===== src/rtl/spi_pkg.sv =====
// rtl/spi_pkg.sv - shared state encoding and constants for the SPI transfer sequencer
package spi_pkg;

  // Default width of one SPI exchange.
  localparam int BYTE_DEF = 8;

  // All chip selects released; sliced down to the real CS count by users.
  localparam logic [31:0] CS_IDLE_ALL = '1;

  // Sequencer states.
  typedef enum logic [2:0] {
    ST_IDLE  = 3'd0,
    ST_SETUP = 3'd1,
    ST_FETCH = 3'd2,
    ST_START = 3'd3,
    ST_WAIT  = 3'd4,
    ST_STORE = 3'd5,
    ST_HOLD  = 3'd6,
    ST_DONE  = 3'd7
  } seq_state_e;

endpackage


===== src/rtl/spi_seq_delay.sv =====
// rtl/spi_seq_delay.sv - loadable down-counter timing CS setup/hold and the WAIT watchdog
module spi_seq_delay #(
  parameter int W = 4
) (
  input  logic         clk_i,
  input  logic         arst_n_i,
  input  logic         clr_i,
  input  logic         load_i,
  input  logic [W-1:0] load_val_i,
  output logic         zero_o
);

  logic [W-1:0] cnt_q, cnt_d;

  // Load wins over counting; the counter parks at zero once expired.
  always_comb begin
    cnt_d = cnt_q;
    if (clr_i) begin
      cnt_d = '0;
    end else if (load_i) begin
      cnt_d = load_val_i;
    end else if (cnt_q != '0) begin
      cnt_d = cnt_q - W'(1);
    end
  end

  // Counter register.
  always_ff @(posedge clk_i or negedge arst_n_i) begin
    if (!arst_n_i) begin
      cnt_q <= '0;
    end else begin
      cnt_q <= cnt_d;
    end
  end

  assign zero_o = (cnt_q == '0);

endmodule


===== src/rtl/spi_xfer_sequencer.sv =====
// rtl/spi_xfer_sequencer.sv - multi-byte SPI transfer sequencer; SPI_SEQ_TIMEOUT_EN adds a WAIT watchdog
module spi_xfer_sequencer
  import spi_pkg::*;
#(
  parameter int BYTE     = BYTE_DEF,
  parameter int NUM_CS   = 4,
  parameter int CS_W     = $clog2(NUM_CS),
  parameter int LEN_W    = 8,
  parameter int CS_SETUP = 4,
  parameter int CS_HOLD  = 4
`ifdef SPI_SEQ_TIMEOUT_EN
  ,
  parameter int TMO_CYC  = 1024
`endif
) (
  input  logic              clk_i,
  input  logic              arst_n_i,
  input  logic              soft_rst_i,
  input  logic              cmd_valid_i,
  output logic              cmd_ready_o,
  input  logic [CS_W-1:0]   cmd_cs_i,
  input  logic [LEN_W-1:0]  cmd_len_i,
  input  logic              cmd_keep_cs_i,
  input  logic [BYTE-1:0]   tx_data_i,
  input  logic              tx_valid_i,
  output logic              tx_ready_o,
  output logic [BYTE-1:0]   rx_data_o,
  output logic              rx_valid_o,
  input  logic              rx_ready_i,
  output logic              exch_start_o,
  output logic [BYTE-1:0]   exch_data_o,
  input  logic              exch_busy_i,
  input  logic              exch_ready_i,
  input  logic [BYTE-1:0]   exch_data_i,
  output logic [NUM_CS-1:0] cs_n_o,
  output logic              busy_o,
`ifdef SPI_SEQ_TIMEOUT_EN
  output logic              err_tmo_o,
`endif
  output logic              done_o
);

  localparam int SH_MAX = (CS_SETUP > CS_HOLD) ? CS_SETUP : CS_HOLD;
`ifdef SPI_SEQ_TIMEOUT_EN
  localparam int DLY_MAX = (TMO_CYC > SH_MAX) ? TMO_CYC : SH_MAX;
`else
  localparam int DLY_MAX = SH_MAX;
`endif
  localparam int DLY_W = $clog2(DLY_MAX + 1);
  localparam logic [NUM_CS-1:0] CS_OFF = CS_IDLE_ALL[NUM_CS-1:0];

  // Active-low one-hot chip-select pattern for a CS index.
  function automatic logic [NUM_CS-1:0] cs_sel_n(input logic [CS_W-1:0] idx);
    logic [NUM_CS-1:0] v;
    v      = CS_OFF;
    v[idx] = 1'b0;
    return v;
  endfunction

  seq_state_e         state_q, state_d;
  logic [CS_W-1:0]    cs_q, cs_d;
  logic [LEN_W-1:0]   len_q, len_d;
  logic               keep_q, keep_d;
  logic [LEN_W:0]     cnt_q, cnt_d;
  logic [NUM_CS-1:0]  cs_n_q, cs_n_d;
  logic [BYTE-1:0]    exch_data_q, exch_data_d;
  logic [BYTE-1:0]    rx_data_q, rx_data_d;
  logic               dly_load, dly_zero;
  logic [DLY_W-1:0]   dly_val;
`ifdef SPI_SEQ_TIMEOUT_EN
  logic               err_tmo_q, err_tmo_d;
`endif

  spi_seq_delay #(.W(DLY_W)) u_delay (
    .clk_i      (clk_i),
    .arst_n_i   (arst_n_i),
    .clr_i      (soft_rst_i),
    .load_i     (dly_load),
    .load_val_i (dly_val),
    .zero_o     (dly_zero)
  );

  // Next-state, chip-select and datapath decisions; soft reset overrides everything.
  always_comb begin
    state_d     = state_q;
    cs_d        = cs_q;
    len_d       = len_q;
    keep_d      = keep_q;
    cnt_d       = cnt_q;
    cs_n_d      = cs_n_q;
    exch_data_d = exch_data_q;
    rx_data_d   = rx_data_q;
    dly_load    = 1'b0;
    dly_val     = '0;
`ifdef SPI_SEQ_TIMEOUT_EN
    err_tmo_d   = 1'b0;
`endif
    case (state_q)
      ST_IDLE: begin
        if (cmd_valid_i) begin
          cs_d   = cmd_cs_i;
          len_d  = cmd_len_i;
          keep_d = cmd_keep_cs_i;
          cnt_d  = '0;
          if (cs_n_q == CS_OFF) begin
            cs_n_d   = cs_sel_n(cmd_cs_i);
            dly_load = 1'b1;
            dly_val  = DLY_W'(CS_SETUP - 1);
            state_d  = ST_SETUP;
          end else if (!cs_n_q[cmd_cs_i]) begin
            state_d = ST_FETCH;
          end else begin
            // Another CS is still held: release it for one cycle first, so
            // SETUP runs one extra cycle to keep the full CS-low setup time.
            cs_n_d   = CS_OFF;
            dly_load = 1'b1;
            dly_val  = DLY_W'(CS_SETUP);
            state_d  = ST_SETUP;
          end
        end
      end
      ST_SETUP: begin
        cs_n_d = cs_sel_n(cs_q);
        if (dly_zero) state_d = ST_FETCH;
      end
      ST_FETCH: begin
        if (tx_valid_i) begin
          exch_data_d = tx_data_i;
          state_d     = ST_START;
        end
      end
      ST_START: begin
        if (!exch_busy_i) begin
          state_d = ST_WAIT;
`ifdef SPI_SEQ_TIMEOUT_EN
          dly_load = 1'b1;
          dly_val  = DLY_W'(TMO_CYC - 1);
`endif
        end
      end
      ST_WAIT: begin
        if (exch_ready_i) begin
          rx_data_d = exch_data_i;
          state_d   = ST_STORE;
        end
`ifdef SPI_SEQ_TIMEOUT_EN
        else if (dly_zero) begin
          cs_n_d    = CS_OFF;
          err_tmo_d = 1'b1;
          state_d   = ST_DONE;
        end
`endif
      end
      ST_STORE: begin
        if (rx_ready_i) begin
          cnt_d = cnt_q + (LEN_W + 1)'(1);
          if (cnt_q == {1'b0, len_q}) begin
            dly_load = 1'b1;
            dly_val  = DLY_W'(CS_HOLD - 1);
            state_d  = ST_HOLD;
          end else begin
            state_d = ST_FETCH;
          end
        end
      end
      ST_HOLD: begin
        if (dly_zero) begin
          if (!keep_q) cs_n_d = CS_OFF;
          state_d = ST_DONE;
        end
      end
      ST_DONE: state_d = ST_IDLE;
      default: state_d = ST_IDLE;
    endcase
    if (soft_rst_i) begin
      state_d     = ST_IDLE;
      cs_n_d      = CS_OFF;
      cnt_d       = '0;
      exch_data_d = '0;
      rx_data_d   = '0;
      dly_load    = 1'b0;
`ifdef SPI_SEQ_TIMEOUT_EN
      err_tmo_d   = 1'b0;
`endif
    end
  end

  // State and datapath registers.
  always_ff @(posedge clk_i or negedge arst_n_i) begin
    if (!arst_n_i) begin
      state_q     <= ST_IDLE;
      cs_q        <= '0;
      len_q       <= '0;
      keep_q      <= 1'b0;
      cnt_q       <= '0;
      cs_n_q      <= CS_OFF;
      exch_data_q <= '0;
      rx_data_q   <= '0;
`ifdef SPI_SEQ_TIMEOUT_EN
      err_tmo_q   <= 1'b0;
`endif
    end else begin
      state_q     <= state_d;
      cs_q        <= cs_d;
      len_q       <= len_d;
      keep_q      <= keep_d;
      cnt_q       <= cnt_d;
      cs_n_q      <= cs_n_d;
      exch_data_q <= exch_data_d;
      rx_data_q   <= rx_data_d;
`ifdef SPI_SEQ_TIMEOUT_EN
      err_tmo_q   <= err_tmo_d;
`endif
    end
  end

  assign cmd_ready_o  = (state_q == ST_IDLE);
  assign busy_o       = (state_q != ST_IDLE);
  assign tx_ready_o   = (state_q == ST_FETCH);
  assign exch_start_o = (state_q == ST_START) && !exch_busy_i;
  assign exch_data_o  = exch_data_q;
  assign rx_valid_o   = (state_q == ST_STORE);
  assign rx_data_o    = rx_data_q;
  assign cs_n_o       = cs_n_q;
  assign done_o       = (state_q == ST_DONE);
`ifdef SPI_SEQ_TIMEOUT_EN
  assign err_tmo_o    = err_tmo_q;
`endif

endmodule

===== config.mk =====
export PLATFORM = sky130hd
export DESIGN_NAME = spi_xfer_sequencer
export DESIGN_NICKNAME = d
export VERILOG_FILES = /design/src/rtl/spi_pkg.sv /design/src/rtl/spi_seq_delay.sv /design/src/rtl/spi_xfer_sequencer.sv
export SDC_FILE = /design/constraint.sdc
export NUM_CORES = 1
export LEC_CHECK = 0
export BUFFER_PORTS_ARGS = -buffer_cell sky130_fd_sc_hd__buf_2
export CAP_MARGIN = 25
export CORE_ASPECT_RATIO = 0.75
export CORE_UTILIZATION = 48
export DETAILED_ROUTE_END_ITERATION = 10
export PLACE_DENSITY = 0.76
export SYNTH_ARGS = -nofsm -noshare
export SYNTH_HDL_FRONTEND = slang
export SYNTH_SLANG_ARGS = --single-unit

===== constraint.sdc =====
create_clock -name clk_i -period 1.9 [get_ports clk_i]
set_clock_uncertainty 0.15 [all_clocks]
set_input_delay 0.095 -clock clk_i [delete_from_list [all_inputs] [get_ports clk_i]]
set_output_delay 0.095 -clock clk_i [all_outputs]
set_load 0.005 [all_outputs]

Word level (Yosys, flattened, before mapping). Index checks and enable logic that the tools add are counted.

Flip-flop bits (word level): 46. Bits of input ports: 35. Output and inout bits: 26. Logic and storage cells: 107.

Add/subtract/negate cells: 2. Order comparisons: 4. Equal/unequal tests: 18. Muxes and demuxes: 51. Bitwise operators: 2. Reductions and logical operators: 21.

Operators with widths (number): 8-bit two-way mux (6); 3-bit two-way mux (15); 9-bit two-way mux (3); 4-bit two-way mux (6); 3-bit case mux with 8 select lines (1); 3-bit != test (second input constant) (7); 9-bit case mux with 2 select lines (1); 3-bit equality test (second input constant) (4); 4-bit case mux with 3 select lines (1); 3-bit nonzero test (4); 9-bit by 1-bit adder with 9-bit output (second input constant) (1); 9-bit by 8-bit equality test with 1-bit output (1); 1-bit two-way mux (9); 2-bit two-way mux (4); 4-bit inverter (2); 2-bit nonzero test (4); 7-bit AND reduction (1); 3-bit by 2-bit equality test with 1-bit output (second input constant) (2); 3-bit logical NOT (2); 2-bit by 3-bit less-than comparator with 1-bit output (second input constant) (2); 3-bit case mux with 2 select lines (1); 2-bit AND reduction (3); 5-bit AND reduction (1); 1-bit demux with 2-bit select (2); 12 further kinds (15).

Longest topological paths before layout.
Word-level depth: 9. Mapped depth: 6. Mapped depth without buffers: 6.

Cells and area by module. Synthesis repeated with hierarchy kept, for this count alone.

Cells, all modules: 255. Area total of the unflattened synthesis: 2502.4 µm².

By module, submodules not included: spi_xfer_sequencer (instances 1, cells an instance 236, area each 2297.2 µm², sequential area each 1081.0 µm²); spi_seq_delay (instances 1, cells an instance 19, area each 205.2 µm², sequential area each 75.1 µm²).

Worst setup path before layout. OpenSTA, ideal clock, no wires.

Kind: register to register. From: reg state_q[1]. To: reg cs_q[0]. Setup time: 0.125 ns. Arrival: 1.540 ns. Data required time: 1.625 ns. Path slack: 0.085 ns. Stages on the path, launching flop included: 5. Path buffers: 2. Period minus slack after synthesis: 1.815 ns. Cells stage by stage: dfrtp_1 buf_2 nor4b_2 buf_2 mux2_2.

Word-level cells in the longest chain between the ends: 2.

RTL lines: from (decl) (RTL line spi_xfer_sequencer.sv:60) `seq_state_e state_q, state_d;`; from (signal assigned) (RTL line spi_xfer_sequencer.sv:203) `state_q <= state_d;`; 3-bit logical NOT (RTL line spi_xfer_sequencer.sv:98) `case (state_q)`; 2-bit AND reduction (no source line); to (signal assigned) (RTL line spi_xfer_sequencer.sv:204) `cs_q <= cs_d;`; to (decl) (RTL line spi_xfer_sequencer.sv:61) `logic [CS_W-1:0] cs_q, cs_d;`.

No other way between the ends. A chain may end at the register's enable or synchronous reset.

Final worst setup path.
From: reg u_delay.cnt_q[0]. To: reg cs_n_q[2], in the netlist cs_n_o[2].

Word-level cells in the longest chain between the ends: 3.

RTL lines: from (decl) (RTL line spi_seq_delay.sv:13) `logic [W-1:0] cnt_q, cnt_d;`; from (signal assigned) (RTL line spi_seq_delay.sv:32) `cnt_q <= cnt_d;`; 3-bit logical NOT (RTL line spi_seq_delay.sv:36) `assign zero_o = (cnt_q == '0);`; 3-bit != test (no source line); 5-bit AND reduction (no source line); to (signal assigned) (RTL line spi_xfer_sequencer.sv:208) `cs_n_q <= cs_n_d;`; to (decl) (RTL line spi_xfer_sequencer.sv:65) `logic [NUM_CS-1:0] cs_n_q, cs_n_d;`.

No other way between the ends.

==> results.md <==
- Commonest cells after routing, fill and taps aside: buf_2 (60), nand2_1 (44), dfrtp_1 (40)
- Area leader, netlist: dfrtp_1
- Max Slew Vio Count: 0
- RSZ-0062 raised after global routing: true
- Via count: 2,237
- DR iter-0 viols: 128
- Worst path cell trace: inv_1 > ha_1 > nor3b_2 > a221oi_2 > or3_4 > o22a_1
- Pin count of the biggest net entering global routing: 47
- Syn Nets: 290
- Clk pwr share: 21.3%
- # IOs: 61
- Share of cells above drive strength 1: 31.41%
- Final Instance Count excl. Fillers: 407
- Post-CTS setup buffer count: 0
- Port Buffers: 60
- Synth top area cells: dfrtp_1 (43%), nand2_1 (6.7%), mux2_2 (5.5%)
- R2r setup slk: 40 ps
- Final hold violations: 0
- Antenna viol nets, final: 0
- CP peak stage delay: 400 ps
- Sequential share of power: 40.0%
- Core area: 4927 um^2
- Reg clk slew, reported paths: 80 ps
- CTS buffer count: 5
- Switching share of power: 34.20%
- WL final: 6.126 mm
- NetSw: 1212 uW
- WHS Path Cells: 3
- Final GP Congestion: 0.8411
- Startpoint class of the critical path: flip-flop
- Most common cell after layout, fill and taps aside: buf_2
- Die Wd: 84.87 um
- Area grow syn2layout: 33.96%
- Placed cell count: 370
- Slowest-stage cell, CP: dfrtp_1
- WP data required: 1990 ps
- Part of the power in combinational logic: 38.7%
- Initial Util: 50.18%
- Share of synthesized registers carrying an async set or reset: 100.0%
- Setup-failing EPs final: 0
- Via/cell ratio: 5.496
- Max Clk Rate: 537.5 MHz
- Drt pass-1 iters: 4
- Initial antenna violation count: 0
- Actual slew at the worst max-slew pin: 573.5 ps
- MaxCap Viol Count: 0
- Gr usage total: 23.60%
- Max_slew headroom: 61.77%
- Grt total ovfl: 0
- Util after Layout: 67.22%
- Seq/Total Area, Yosys: 46.76%
- Clock buffer depth: 2
- Fill cell count: 376
- FF-to-FF path depth: 6
- CTS root buf: clkbuf_8
- Worst Hold Launch: cmd_cs_i[0]
- TritonCTS clock tree: yes
- Worst flop-to-flop path startpoint: u_delay.cnt_q[0]
- Yosys top cell area share: 42.51%
- Post-synth top flop: dfrtp_1
- Routed length per instance: 15.05 um
- Die area: 5445 um^2
- First-pass GRT wire length: 9.825 mm
- Multi-input logic area: 1257 um^2
- FF+latch count, synth: 46
- Crit path DAT: 1950 ps
- Die Ht: 64.16 um
- Number of synthesized flops with an enable pin: 0
- Unique masters post-synth: 49
- Crit path capture type: flip-flop
- Crit Path Class: flip-flop to flip-flop
- Antenna diodes: 0
- Critical Path Fanout Max: 4
- Vias in the first global route: 2,069
- Clock Latency Late Sink: 310 ps
- Clock sinks: 46
- Worst Hold Endpoint: cs_n_o[1]
- HPWL Detailed: 4.129 mm
- Drc violations: 0
- H-tree depth: 2
- Power density cells: 1070 nW/um^2
- Internal cell power: 2331 uW
- VDD IR max: 0.6679 mV
- Site row count: 22
- Synth warn: 0
- Leak Pwr: 0.001536 uW
- Syn Area/Cell: 9.811 um^2
- Worst hold path class: primary input to flip-flop
- Final net count: 384
- Fin crit period: 1860 ps
- Cell area after synthesis: 2472 um^2
- Status: complete, no violations
- R2r endpoint: cs_n_o[2]
- Final Cycle Share: 97.91%
- Reg area: 1159 um^2
- Cells after Synth: 252
## sequential cells by signal, summed over array words and instances, names as in the netlist, 2 cells and up
name and cells:
exch_data_o 8, cs_n_o 4, rx_data_o 8, cnt_q 9, len_q 8, state_q 3, u_delay.cnt_q 3, cs_q 2
## layer usage
metal	vias to the layer above	global-route usage [%]	wire length, um
li1	1090	-	-
met1	1082	32.21	2802
met2	54	37.30	2971
met3	11	4.134	224
met4	0	10.17	127
met5	-	0	0
## power by group through the flow
stage / Clock [uW] / Combinational (uW) / Sequential (uW)
finish: 755 / 1370 / 1420
detailed placement: 0 / 1270 / 1420
global route: 807 / 1510 / 1450
global placement: 0 / 1230 / 1410
CTS: 769 / 1320 / 1400
floorplan: 0 / 910 / 1340
## worst max-delay path, delay by kind of cell (launching register included)
kind	cells	cell delay, ps
simple gates	2	610
flops	1	400
compound gates	2	320
fa+ha+maj	1	230
buf+inv	1	80
## cells in the mapped netlist (all sizes together) (3+ instances only)
cell type and n:
a21oi 23, a31oi 6, and2 6, and3 7, buf 8, clkbuf 5, dfrtp 42, dfstp 4
ha 3, inv 5, mux2 12, mux2i 6, nand2 44, nand2b 3, nand3 4, nand4 6
nor2 10, nor3 3, nor3b 7, o21ai 5, o22a 4, or2 3, xnor2 5, xor2 5
## how the worst max path moves through the flow
stage,from,end,cells past startpoint
4_1_cts,state_q[0],exch_start_o,5
6_report,u_delay.cnt_q[0],cs_n_o[2],6
5_1_grt,u_delay.cnt_q[0],cs_n_o[2],6
3_5_place_dp,u_delay.cnt_q[0],cs_n_o[2],6
3_3_place_gp,u_delay.cnt_q[0],cs_n_o[2],6
2_1_floorplan,state_q[1],cs_q[0],4
## logic make-up (layout without fill, tap and decap cells)
| family | after synthesis | count (layout) | synth area share, % |
|---|---|---|---|
| adder cells (fa/ha/maj) | 3 | 3 | 1.518 |
| XOR/XNOR | 10 | 10 | 3.542 |
| buffers and inverters | 18 | 113 | 3.340 |
| AO/OA/AOI/OAI | 51 | 51 | 13.41 |
| flip-flops | 46 | 46 | 46.76 |
| AND/OR/NAND/NOR | 105 | 105 | 22.62 |
| multiplexers | 19 | 19 | 8.806 |
## layout make-up
type / instances / share of cell area (%)
Clock buffer: 7 / 2.607
Clock inverter: 1 / 0.9067
Inverter: 5 / 0.5667
Multi-Input combinational cell: 188 / 37.97
Sequential cell: 46 / 34.98
Tap cell: 60 / 2.267
Timing Repair Buffer: 100 / 20.70
## stage by stage
stage | instance area [um^2] | power [uW] | TNS [ps] | hold WS [ps] | worst slack [ps]
2_1_floorplan | 2472 | 2254 | 0 | -350.6 | 85.20
3_3_place_gp | 2879 | 2639 | 0 | 70.09 | 96.99
3_5_place_dp | 2879 | 2693 | 0 | 71.76 | 23.71
4_1_cts | 3286 | 3491 | 0 | 46.54 | 8.830
5_1_grt | 3312 | 3770 | -97.29 | 80.50 | -34.16
6_report | 3312 | 3543 | 0 | 61.04 | 39.65
## repair_timing
item,CTS,global route
resized for setup,0,8
hold endpoints to repair,71,0
hold buffers,29,0
setup endpoints to repair,0,25
(Power assumes the default switching activity.)
